### config.mk
export PLATFORM = sky130hd
export DESIGN_NAME = sim_bus_arbiter
export DESIGN_NICKNAME = d
export VERILOG_FILES = /design/src/rtl/sim_bus_pkg.sv /design/src/rtl/arb_id_fifo.sv /design/src/rtl/sim_bus_arbiter.sv
export SDC_FILE = /design/constraint.sdc
export NUM_CORES = 1
export LEC_CHECK = 0
export CAP_MARGIN = 30
export CORE_AREA = 2 2 120 122
export CTS_CLUSTER_DIAMETER = 60
export CTS_CLUSTER_SIZE = 24
export DETAILED_ROUTE_END_ITERATION = 12
export DIE_AREA = 0 0 122 124
export HOLD_SLACK_MARGIN = 0.12
export SETUP_SLACK_MARGIN = 0.5
export SLEW_MARGIN = 15
export SYNTH_ARGS = -nofsm -noshare
export SYNTH_HDL_FRONTEND = slang
export SYNTH_HIERARCHICAL = 1
export SYNTH_SLANG_ARGS = --single-unit
### constraint.sdc
create_clock -name clk_i -period 2.3 [get_ports clk_i]
set_input_delay 0.46 -clock clk_i [delete_from_list [all_inputs] [get_ports clk_i]]
set_output_delay 0.46 -clock clk_i [all_outputs]
set_load 0.01 [all_outputs]
### src/rtl/sim_bus_pkg.sv
// Shared constants and helpers for the sim control-bus arbiter.
// Provides bus widths and the round-robin successor function.
package sim_bus_pkg;

    localparam int BUS_AW  = 32;
    localparam int BUS_DW  = 32;
    localparam int BUS_BEW = 4;

    // Successor of cur in 0..n-1, wrapping explicitly so n
    // need not be a power of two.
    function automatic int unsigned rr_next(
        input int unsigned cur,
        input int unsigned n
    );
        return (cur >= n - 1) ? 0 : cur + 1;
    endfunction

endpackage

### src/rtl/arb_id_fifo.sv
// In-order FIFO of granted master IDs awaiting a slave response.
// Ports: clk_i, rst_i, push_i/din_i, pop_i, full_o, empty_o, head_o.
module arb_id_fifo #(
    parameter int W     = 1,
    parameter int DEPTH = 2
) (
    input  logic         clk_i,
    input  logic         rst_i,
    input  logic         push_i,
    input  logic [W-1:0] din_i,
    input  logic         pop_i,
    output logic         full_o,
    output logic         empty_o,
    output logic [W-1:0] head_o
);

    localparam int PW = (DEPTH > 1) ? $clog2(DEPTH) : 1;
    localparam int CW = $clog2(DEPTH) + 1;

    logic [W-1:0]  mem_q [DEPTH];
    logic [PW-1:0] wr_q;
    logic [PW-1:0] rd_q;
    logic [CW-1:0] cnt_q;
    logic          do_push;
    logic          do_pop;

    assign full_o  = (cnt_q == CW'(DEPTH));
    assign empty_o = (cnt_q == '0);
    assign head_o  = mem_q[rd_q];
    assign do_push = push_i && !full_o;
    assign do_pop  = pop_i && !empty_o;

    always_ff @(posedge clk_i or posedge rst_i) begin
        if (rst_i) begin
            mem_q <= '{default: '0};
            wr_q  <= '0;
            rd_q  <= '0;
            cnt_q <= '0;
        end else begin
            if (do_push) begin
                mem_q[wr_q] <= din_i;
                wr_q <= (wr_q == PW'(DEPTH - 1))
                      ? '0 : wr_q + 1'b1;
            end
            if (do_pop) begin
                rd_q <= (rd_q == PW'(DEPTH - 1))
                      ? '0 : rd_q + 1'b1;
            end
            unique case ({do_push, do_pop})
                2'b10:   cnt_q <= cnt_q + 1'b1;
                2'b01:   cnt_q <= cnt_q - 1'b1;
                default: cnt_q <= cnt_q;
            endcase
        end
    end

endmodule

### src/rtl/sim_bus_arbiter.sv
// Round-robin arbiter sharing one req/gnt/rvalid slave among masters.
// Ports: m_* per-master lanes (packed, lane k at [k*W+:W]), s_* slave.
module sim_bus_arbiter
    import sim_bus_pkg::*;
#(
    parameter int NUM_MASTERS = 2,
    parameter int MAX_OUTST   = 2
) (
    input  logic                          clk_i,
    input  logic                          rst_i,
    input  logic [NUM_MASTERS-1:0]        m_req_i,
    output logic [NUM_MASTERS-1:0]        m_gnt_o,
    input  logic [NUM_MASTERS*BUS_AW-1:0] m_addr_i,
    input  logic [NUM_MASTERS-1:0]        m_we_i,
    input  logic [NUM_MASTERS*BUS_BEW-1:0] m_be_i,
    input  logic [NUM_MASTERS*BUS_DW-1:0] m_wdata_i,
    output logic [NUM_MASTERS-1:0]        m_rvalid_o,
    output logic [NUM_MASTERS*BUS_DW-1:0] m_rdata_o,
    output logic                          s_req_o,
    input  logic                          s_gnt_i,
    output logic [BUS_AW-1:0]             s_addr_o,
    output logic                          s_we_o,
    output logic [BUS_BEW-1:0]            s_be_o,
    output logic [BUS_DW-1:0]             s_wdata_o,
    input  logic                          s_rvalid_i,
    input  logic [BUS_DW-1:0]             s_rdata_i
);

    localparam int IDW = (NUM_MASTERS > 1)
                       ? $clog2(NUM_MASTERS) : 1;

    logic [IDW-1:0] ptr_q;
    logic           lock_q;
    logic [IDW-1:0] lock_id_q;
    logic           err_q;

    logic [IDW-1:0] sel;
    logic [IDW-1:0] idx;
    logic           found;
    logic           xfer;
    logic           fifo_full;
    logic           fifo_empty;
    logic [IDW-1:0] fifo_head;
    logic           pop;

    // Scan from the rr pointer; a pending ungranted request
    // pins the selection until the slave takes it.
    always_comb begin
        sel   = ptr_q;
        found = 1'b0;
        idx   = ptr_q;
        for (int i = 0; i < NUM_MASTERS; i++) begin
            if (!found && m_req_i[idx]) begin
                sel   = idx;
                found = 1'b1;
            end
            idx = IDW'(rr_next(32'(idx), NUM_MASTERS));
        end
        if (lock_q) begin
            sel = lock_id_q;
        end
    end

    // Full FIFO blocks requests even when a pop happens now.
    assign s_req_o = !rst_i && m_req_i[sel] && !fifo_full;
    assign xfer    = s_req_o && s_gnt_i;
    assign pop     = !rst_i && s_rvalid_i && !fifo_empty;

    always_comb begin
        s_addr_o   = '0;
        s_we_o     = 1'b0;
        s_be_o     = '0;
        s_wdata_o  = '0;
        m_gnt_o    = '0;
        m_rvalid_o = '0;
        for (int k = 0; k < NUM_MASTERS; k++) begin
            if (!rst_i && sel == IDW'(k)) begin
                s_addr_o  = m_addr_i[k*BUS_AW +: BUS_AW];
                s_we_o    = m_we_i[k];
                s_be_o    = m_be_i[k*BUS_BEW +: BUS_BEW];
                s_wdata_o = m_wdata_i[k*BUS_DW +: BUS_DW];
                m_gnt_o[k] = xfer;
            end
            if (fifo_head == IDW'(k)) begin
                m_rvalid_o[k] = pop;
            end
        end
    end

    assign m_rdata_o = rst_i ? '0 : {NUM_MASTERS{s_rdata_i}};

    always_ff @(posedge clk_i or posedge rst_i) begin
        if (rst_i) begin
            ptr_q     <= '0;
            lock_q    <= 1'b0;
            lock_id_q <= '0;
            err_q     <= 1'b0;
        end else begin
            if (xfer) begin
                ptr_q  <= IDW'(rr_next(32'(sel), NUM_MASTERS));
                lock_q <= 1'b0;
            end else if (s_req_o) begin
                lock_q    <= 1'b1;
                lock_id_q <= sel;
            end else if (lock_q && !m_req_i[lock_id_q]) begin
                lock_q <= 1'b0;
            end
            // Response with nothing outstanding: dropped, flagged.
            err_q <= err_q | (s_rvalid_i & fifo_empty);
        end
    end

    arb_id_fifo #(
        .W     (IDW),
        .DEPTH (MAX_OUTST)
    ) u_fifo (
        .clk_i   (clk_i),
        .rst_i   (rst_i),
        .push_i  (xfer),
        .din_i   (sel),
        .pop_i   (pop),
        .full_o  (fifo_full),
        .empty_o (fifo_empty),
        .head_o  (fifo_head)
    );

endmodule
; Word level (Yosys, flattened, before mapping)
; Index checks and enable logic that the tools add are counted.
[totals]
reg_bits = 9
output_inout_bits = 138
[classes]
add_sub_neg = 6
n_lt_le_gt_ge = 9
n_eq_ne = 3
muxes = 38
bitwise_logic = 4
n_reduce_logical = 21
[ops]
columns = operator, n
row1 = two-way mux 32 bit, 4
row2 = two-way mux 64 bit, 1
row3 = two-way mux 1 bit, 28
row4 = logical AND 1 bit, 12
row5 = "< comparator 1 x 2 -> 1 bit, second input constant", 4
row6 = two-way mux 4 bit, 2
row7 = zero test 1 bit, 5
row8 = "adder 1 bit, second input constant", 4
row9 = "== test 2 bit, second input constant", 2
row10 = ">= comparator 2 bit, second input constant", 2
row11 = NOT 1 -> 2 bit, 2
row12 = case mux 2 bit (2 select lines), 1
row13 = nonzero test 3 bit, 1
row14 = "adder 2 x 1 -> 2 bit, second input constant", 1
row15 = bitwise mux 2 bit, 1
row16 = "== test 2 x 1 -> 1 bit, second input constant", 1
row17 = ">= comparator 1 bit, second input constant", 2
row18 = zero test 2 bit, 1
row19 = "< comparator 2 x 1 -> 1 bit, second input constant", 1
row20 = NOT 1 bit, 2
row21 = AND reduction 2 bit, 1
row22 = nonzero test 2 bit, 1
row23 = "subtractor 2 x 1 -> 2 bit, second input constant", 1
row24 = demux 1 bit (select 1 bit), 1

; Longest topological paths before layout
[logic_depth]
word_depth = 15
ltp_mapped = 9
mapped_depth_nobuf = 9

; Hierarchy
; The synthesis kept the hierarchy.
[by_module_without_submodules]
columns = module, n_inst, cells_per_inst, area_each_um2, seq_area_each_um2
row1 = sim_bus_arbiter, 1, 183, 1425.1, 75.1
row2 = arb_id_fifo, 1, 24, 286.5, 150.1

; Least setup slack after synthesis
; OpenSTA, ideal clock, no wires.
[synth_timing]
path_kind = in2reg
start = input rst_i
end = register u_fifo.cnt_q[1]
setup_ps = 79
arrival_time_ps = 2129
slack_ps = 92
path_stages = 7
path_cell_list = buf_6 -> or2_4 -> a2111oi_2 -> nand2_1 -> ha_1 -> nor2_1 -> xor2_1
[synth_between]
elab_chain_cells = 7
[synth_lines]
columns = item, line
row1 = "start, declared", sim_bus_arbiter.sv:10  ; input logic rst_i,
row2 = zero test 1 bit (no source line) *, --
row3 = logical AND 1 bit * (2 in series), sim_bus_arbiter.sv:65  ; assign s_req_o = !rst_i && m_req_i[sel] && !fifo_full;
row4 = logical AND 1 bit *, sim_bus_arbiter.sv:66  ; assign xfer = s_req_o && s_gnt_i;
row5 = net xfer, sim_bus_arbiter.sv:40  ; logic xfer;
row6 = logical AND 1 bit *, arb_id_fifo.sv:30  ; assign do_push = push_i && !full_o;
row7 = == test 2 x 1 -> 1 bit / == test 2 bit (equally long branches), arb_id_fifo.sv:49  ; unique case ({do_push, do_pop})
row8 = case mux 2 bit (2 select lines) / nonzero test 2 bit (equally long branches), --
row9 = "end signal, assigned", arb_id_fifo.sv:50  ; 2'b10: cnt_q <= cnt_q + 1'b1;
row10 = "end signal, assigned", arb_id_fifo.sv:51  ; 2'b01: cnt_q <= cnt_q - 1'b1;
row11 = "end signal, assigned", arb_id_fifo.sv:52  ; default: cnt_q <= cnt_q;
row12 = "end, declared", arb_id_fifo.sv:23  ; logic [CW-1:0] cnt_q;
; The timed path passes the listed nets; every way through them passes the cells marked *.
; A chain may end at the register's enable or synchronous reset.

; Final worst setup path
[layout_timing]
start = register ptr_q
end = output s_be_o[0]
[layout_between]
elab_chain_cells = 11
[layout_lines]
columns = item, line
row1 = "start, declared", sim_bus_arbiter.sv:32  ; logic [IDW-1:0] ptr_q;
row2 = "start signal, assigned", sim_bus_arbiter.sv:100  ; ptr_q <= IDW'(rr_next(32'(sel), NUM_MASTERS));
row3 = "adder 1 bit, or another cell as far along", sim_bus_pkg.sv:15  ; return (cur >= n - 1) ? 0 : cur + 1;
row4 = "two-way mux 1 bit, on equally long branches", "sim_bus_pkg.sv:15, sim_bus_arbiter.sv:53"
row5 = two-way mux 1 bit (not written as such), sim_bus_arbiter.sv:53  ; if (!found && m_req_i[idx]) begin
row6 = two-way mux 1 bit (not written as such) / zero test 1 bit (equally long branches), sim_bus_arbiter.sv:53
row7 = logical AND 1 bit, sim_bus_arbiter.sv:53
row8 = two-way mux 1 bit *, sim_bus_arbiter.sv:53
row9 = two-way mux 1 bit *, sim_bus_arbiter.sv:59  ; if (lock_q) begin
row10 = NOT 1 bit, sim_bus_arbiter.sv:77  ; if (!rst_i && sel == IDW'(k)) begin
row11 = logical AND 1 bit, sim_bus_arbiter.sv:77
row12 = two-way mux 4 bit, sim_bus_arbiter.sv:77
row13 = two-way mux 4 bit *, sim_bus_arbiter.sv:77
row14 = "end, declared", sim_bus_arbiter.sv:23  ; output logic [BUS_BEW-1:0] s_be_o,
; Mark *: on every way between the ends. The rest lies on a longest branch, timed or not. The select of a mux whose other input is x is not followed.

==> PnR_summary.wiki <==
{| class="wikitable"
! Metric !! Value
|-
| Status || complete, but fails checks
|-
| Violated checks || setup timing
|-
| Top routing layer in use || met4
|-
| Hold WC Path Type || register to register
|-
| Initial Util || 12.5%
|-
| Sum of routed wire segments on met1 || 5.75 mm
|-
| Crit Path Class || register to output port
|-
| Top-area cell type share of the netlist area || 35.3%
|-
| Max Clock Skew || 0.000590 ns
|-
| Floorplan core area || 13700 um^2
|-
| Maximum ir drop on the vdd rail || 0.000478 V
|-
| First-pass GRT wire length || 20.1 mm
|-
| Count of flip-flops with a built-in enable after synthesis || 0
|-
| Number of H-tree levels || 1
|-
| Ranking of synthesized cells by instance count || 69 x a22o_1, 35 x nor2b_1, 33 x buf_4
|-
| Final worst path period need || 2.54 ns
|-
| Total Routing Usage GR || 17.8%
|-
| Detailed-placement wirelength estimate || 10.7 mm
|-
| Fraction of layout instances using a drive strength above 1 || 51.5%
|-
| Fraction of the yosys area taken by sequential cells || 13.2%
|-
| Data arrival time at the worst-slack endpoint || 2.08 ns
|-
| Count of routing violations after the opening detailed-route iteration || 160
|-
| Per-cell routed wire length || 20.0 um
|-
| Count of input and output buffers || 313
|-
| Number of buffers added to fix hold violations after cts || 0
|-
| Clock latency reported for the late side of the worst-skew pair || 0.23 ns
|-
| Die Y || 124 um
|-
| Commonest register cell after synthesis || dfrtp_1
|-
| Post-layout net count || 739
|-
| Highest attainable clock frequency || 393 MHz
|-
| Flip-flop and latch count after synthesis || 9
|-
| Power share of the sequential group || 8.1%
|-
| Slew headroom || 79.0%
|-
| Share of async-settable or async-resettable flops after synthesis || 100%
|-
| Floorplan row count || 43
|-
| Post-synthesis cell type with the largest combined area || a22o_1
|-
| Psw || 1550 uW
|-
| Setup ws final || -0.242 ns
|-
| Buffer depth of the longest clock path || 2
|-
| Sort of element at the end of the critical path || output port
|-
| Worst Reg2Reg Path Length in Cells || 12
|-
| Via count of the first global-routing pass || 3208
|-
| Count of placed standard cells including taps || 672
|-
| Min-Delay Startpoint || u_fifo/rd_q
|-
| Actual transition at the worst max-transition pin || 0.315 ns
|-
| Top-Level Pins || 314
|-
| Number of detailed-routing iterations run before antenna repair || 4
|-
| Internal Dissipation || 2550 uW
|-
| Clk pin slew, worst setup/hold paths || 0.04 ns
|-
| Count of filler cells inserted in the layout || 1375
|-
| Final instance count without filler cells || 741
|-
| Mean post-synth cell area || 8.27 um^2
|-
| Synthesis-to-finish area growth || 238%
|-
| Switching portion of total power || 37.7%
|-
| Final wirelength || 14.9 mm
|-
| Antenna fix cells || 0
|-
| Met2 Wirelength || 7.68 mm
|-
| Die outline width || 122 um
|-
| CP max stage cell || dfrtp_2
|-
| Synthesized netlist net count || 384
|-
| Clock Tree Root || clkbuf_16
|-
| Number of instances in the synthesized netlist || 207
|-
| Clock power share || 7.4%
|-
| Crit path largest cell delay || 0.44 ns
|-
| Number of distinct library cell variants in the gate-level netlist after synthesis || 31
|-
| Die Footprint || 15100 um^2
|-
| Power density over cell area || 708 nW/um^2
|-
| Reg2Reg Setup Slack || 0.14 ns
|-
| Start of the worst register-to-register path || u_fifo/cnt_q[1]
|-
| Post-route clock period utilization || 111%
|-
| Required time reported for the critical path endpoint || 1.84 ns
|-
| Pin count of the biggest net entering global routing || 16
|-
| Combinational share of power || 84.4%
|-
| Synthesis warning total || 6
|-
| Hold Crit Endpoint || u_fifo/rd_q
|-
| Vias post-DR || 3109
|-
| Most area-consuming cells after synthesis || a22o_1 35%, buf_4 14%, dfrtp_1 13%, nor2b_1 13%, buf_2 2.0%
|-
| Worst-path cell chain || buf_4 > a21oi_4 > a211oi_4 > buf_12 > buf_12 > buf_4 > buf_16 > a22o_4 > buf_4
|-
| Final estimated routing congestion in global placement || 0.774
|-
| Final core occ || 42.2%
|-
| Number of nets still failing antenna checks after routing || 0
|-
| Critical Path Start Type || register
|-
| Cell repeated most along the worst path || buf_4
|-
| Syn Std Cell Area || 1710 um^2
|-
| Final Hold Fails || 0
|-
| Leakage power of the design || 0.00272 uW
|-
| Routed length on met3 || 1.26 mm
|-
| Final Setup Violations || 68
|-
| Most common cell in the netlist || a22o_1
|-
| Congestion Overflow GR || 0
|-
| TritonCTS clock tree || yes
|-
| Peak fanout along the critical path || 11
|-
| Number of buffers created by CTS || 3
|-
| Initial antenna violation count || 0
|-
| Number of DRC violations after detailed routing || 0
|-
| Clock sink count || 9
|-
| Hold path cells || 1
|-
| Mean number of vias per cell || 4.20
|-
| Max-slew violation count || 0
|-
| Setup repair after global routing missed its margin || yes
|-
| Maximum Capacitance Violations || 0
|-
| R2r endpoint || u_fifo/cnt_q[1]
|}
-- state kept, by name, indices dropped and copies added, names as in the netlist --
register,cells
u_fifo/cnt_q,2
u_fifo/mem_q,2
lock_id_q,1
lock_q,1
ptr_q,1
u_fifo/rd_q,1
u_fifo/wr_q,1
-- logic make-up after synthesis --
group	share of synthesized area, %
adders and majority gates	0.731
xor gates and xnor gates	2.56
muxes	3.80
buffers and inverters	21.1
DFF	13.2
AOI/OAI and AO/OA	41.1
and+or+nand+nor	17.5
-- power groups by stage --
stage / registers, uW / clock network [uW] / logic (uW)
final: 334 / 305 / 3460
after global routing: 345 / 319 / 3660
after CTS: 338 / 308 / 3220
after detailed placement: 323 / 0 / 2510
after global placement: 318 / 0 / 2480
after floorplan: 312 / 0 / 1100
-- how the worst max path moves through the flow --
stage	startpoint	endpoint	slack (ns)	cells past startpoint
after floorplan	u_fifo/cnt_q[0]	u_fifo/cnt_q[1]	0.39	9
after CTS	lock_q	s_be_o[1]	-0.26	9
after global placement	m_req_i[1]	s_wdata_o[16]	-0.73	8
after global routing	ptr_q	s_be_o[0]	-0.29	9
final	ptr_q	s_be_o[0]	-0.24	9
after detailed placement	m_req_i[1]	s_be_o[0]	-0.74	8
-- placed cells by master, fill, tap and decap left out, types with 3 or more instances in the layout --
master and instances:
clkbuf_2 15, buf_8 9, buf_2 93, inv_1 5, dfrtp_1 6, buf_12 13, a22o_1 66, clkdlybuf4s50_1 171
nor2b_2 23, clkbuf_16 5, a22o_4 3, buf_4 30, buf_6 57, nor2b_1 9, nor2_2 3, buf_16 9
dfrtp_2 3, nor2b_4 3
-- through the flow --
step	power, uW	hold WS (ns)	cell area [um^2]	setup slack, ns	TNS [ns]
after floorplan	1410	0.251	1780	0.390	0
after global placement	2800	0.470	5000	-0.729	-61.72
after global routing	4320	0.517	5790	-0.291	-14.64
after detailed placement	2830	0.483	5000	-0.741	-63.30
after CTS	3870	0.489	5610	-0.262	-9.34
final	4100	0.487	5790	-0.242	-11.72
-- metal layers --
| metal | GRT usage (%) | vias up |
|---|---|---|
| met5 | 0 | - |
| met4 | 2.66 | 0 |
| met3 | 4.49 | 9 |
| met2 | 32.1 | 160 |
| met1 | 21.8 | 1489 |
| li1 | - | 1451 |
-- repair_timing --
item / in CTS / in global routing
endpoints found under the setup margin: 147 / 101
setup buffers: 43 / 11
pin swaps: 18 / 20
gates resized for setup: 654 / 51
cloned: 9 / 2
-- worst max-delay path: cells and delay by family (launching register included) --
family | cells | cell delay [ns]
compound gates | 3 | 0.53
flops | 1 | 0.44
buf+inv | 6 | 0.86
-- area by class of cell --
cell class	count	area (um^2)	share of cell area, %
flip-flops and latches	9	229	3.95
repair buffers	401	3830	66.2
inverters	6	22.5	0.389
multi-input cells	141	1410	24.3
clock buffers	4	78.8	1.36
well taps	180	225	3.89
Power figures use the tool's default switching activity.
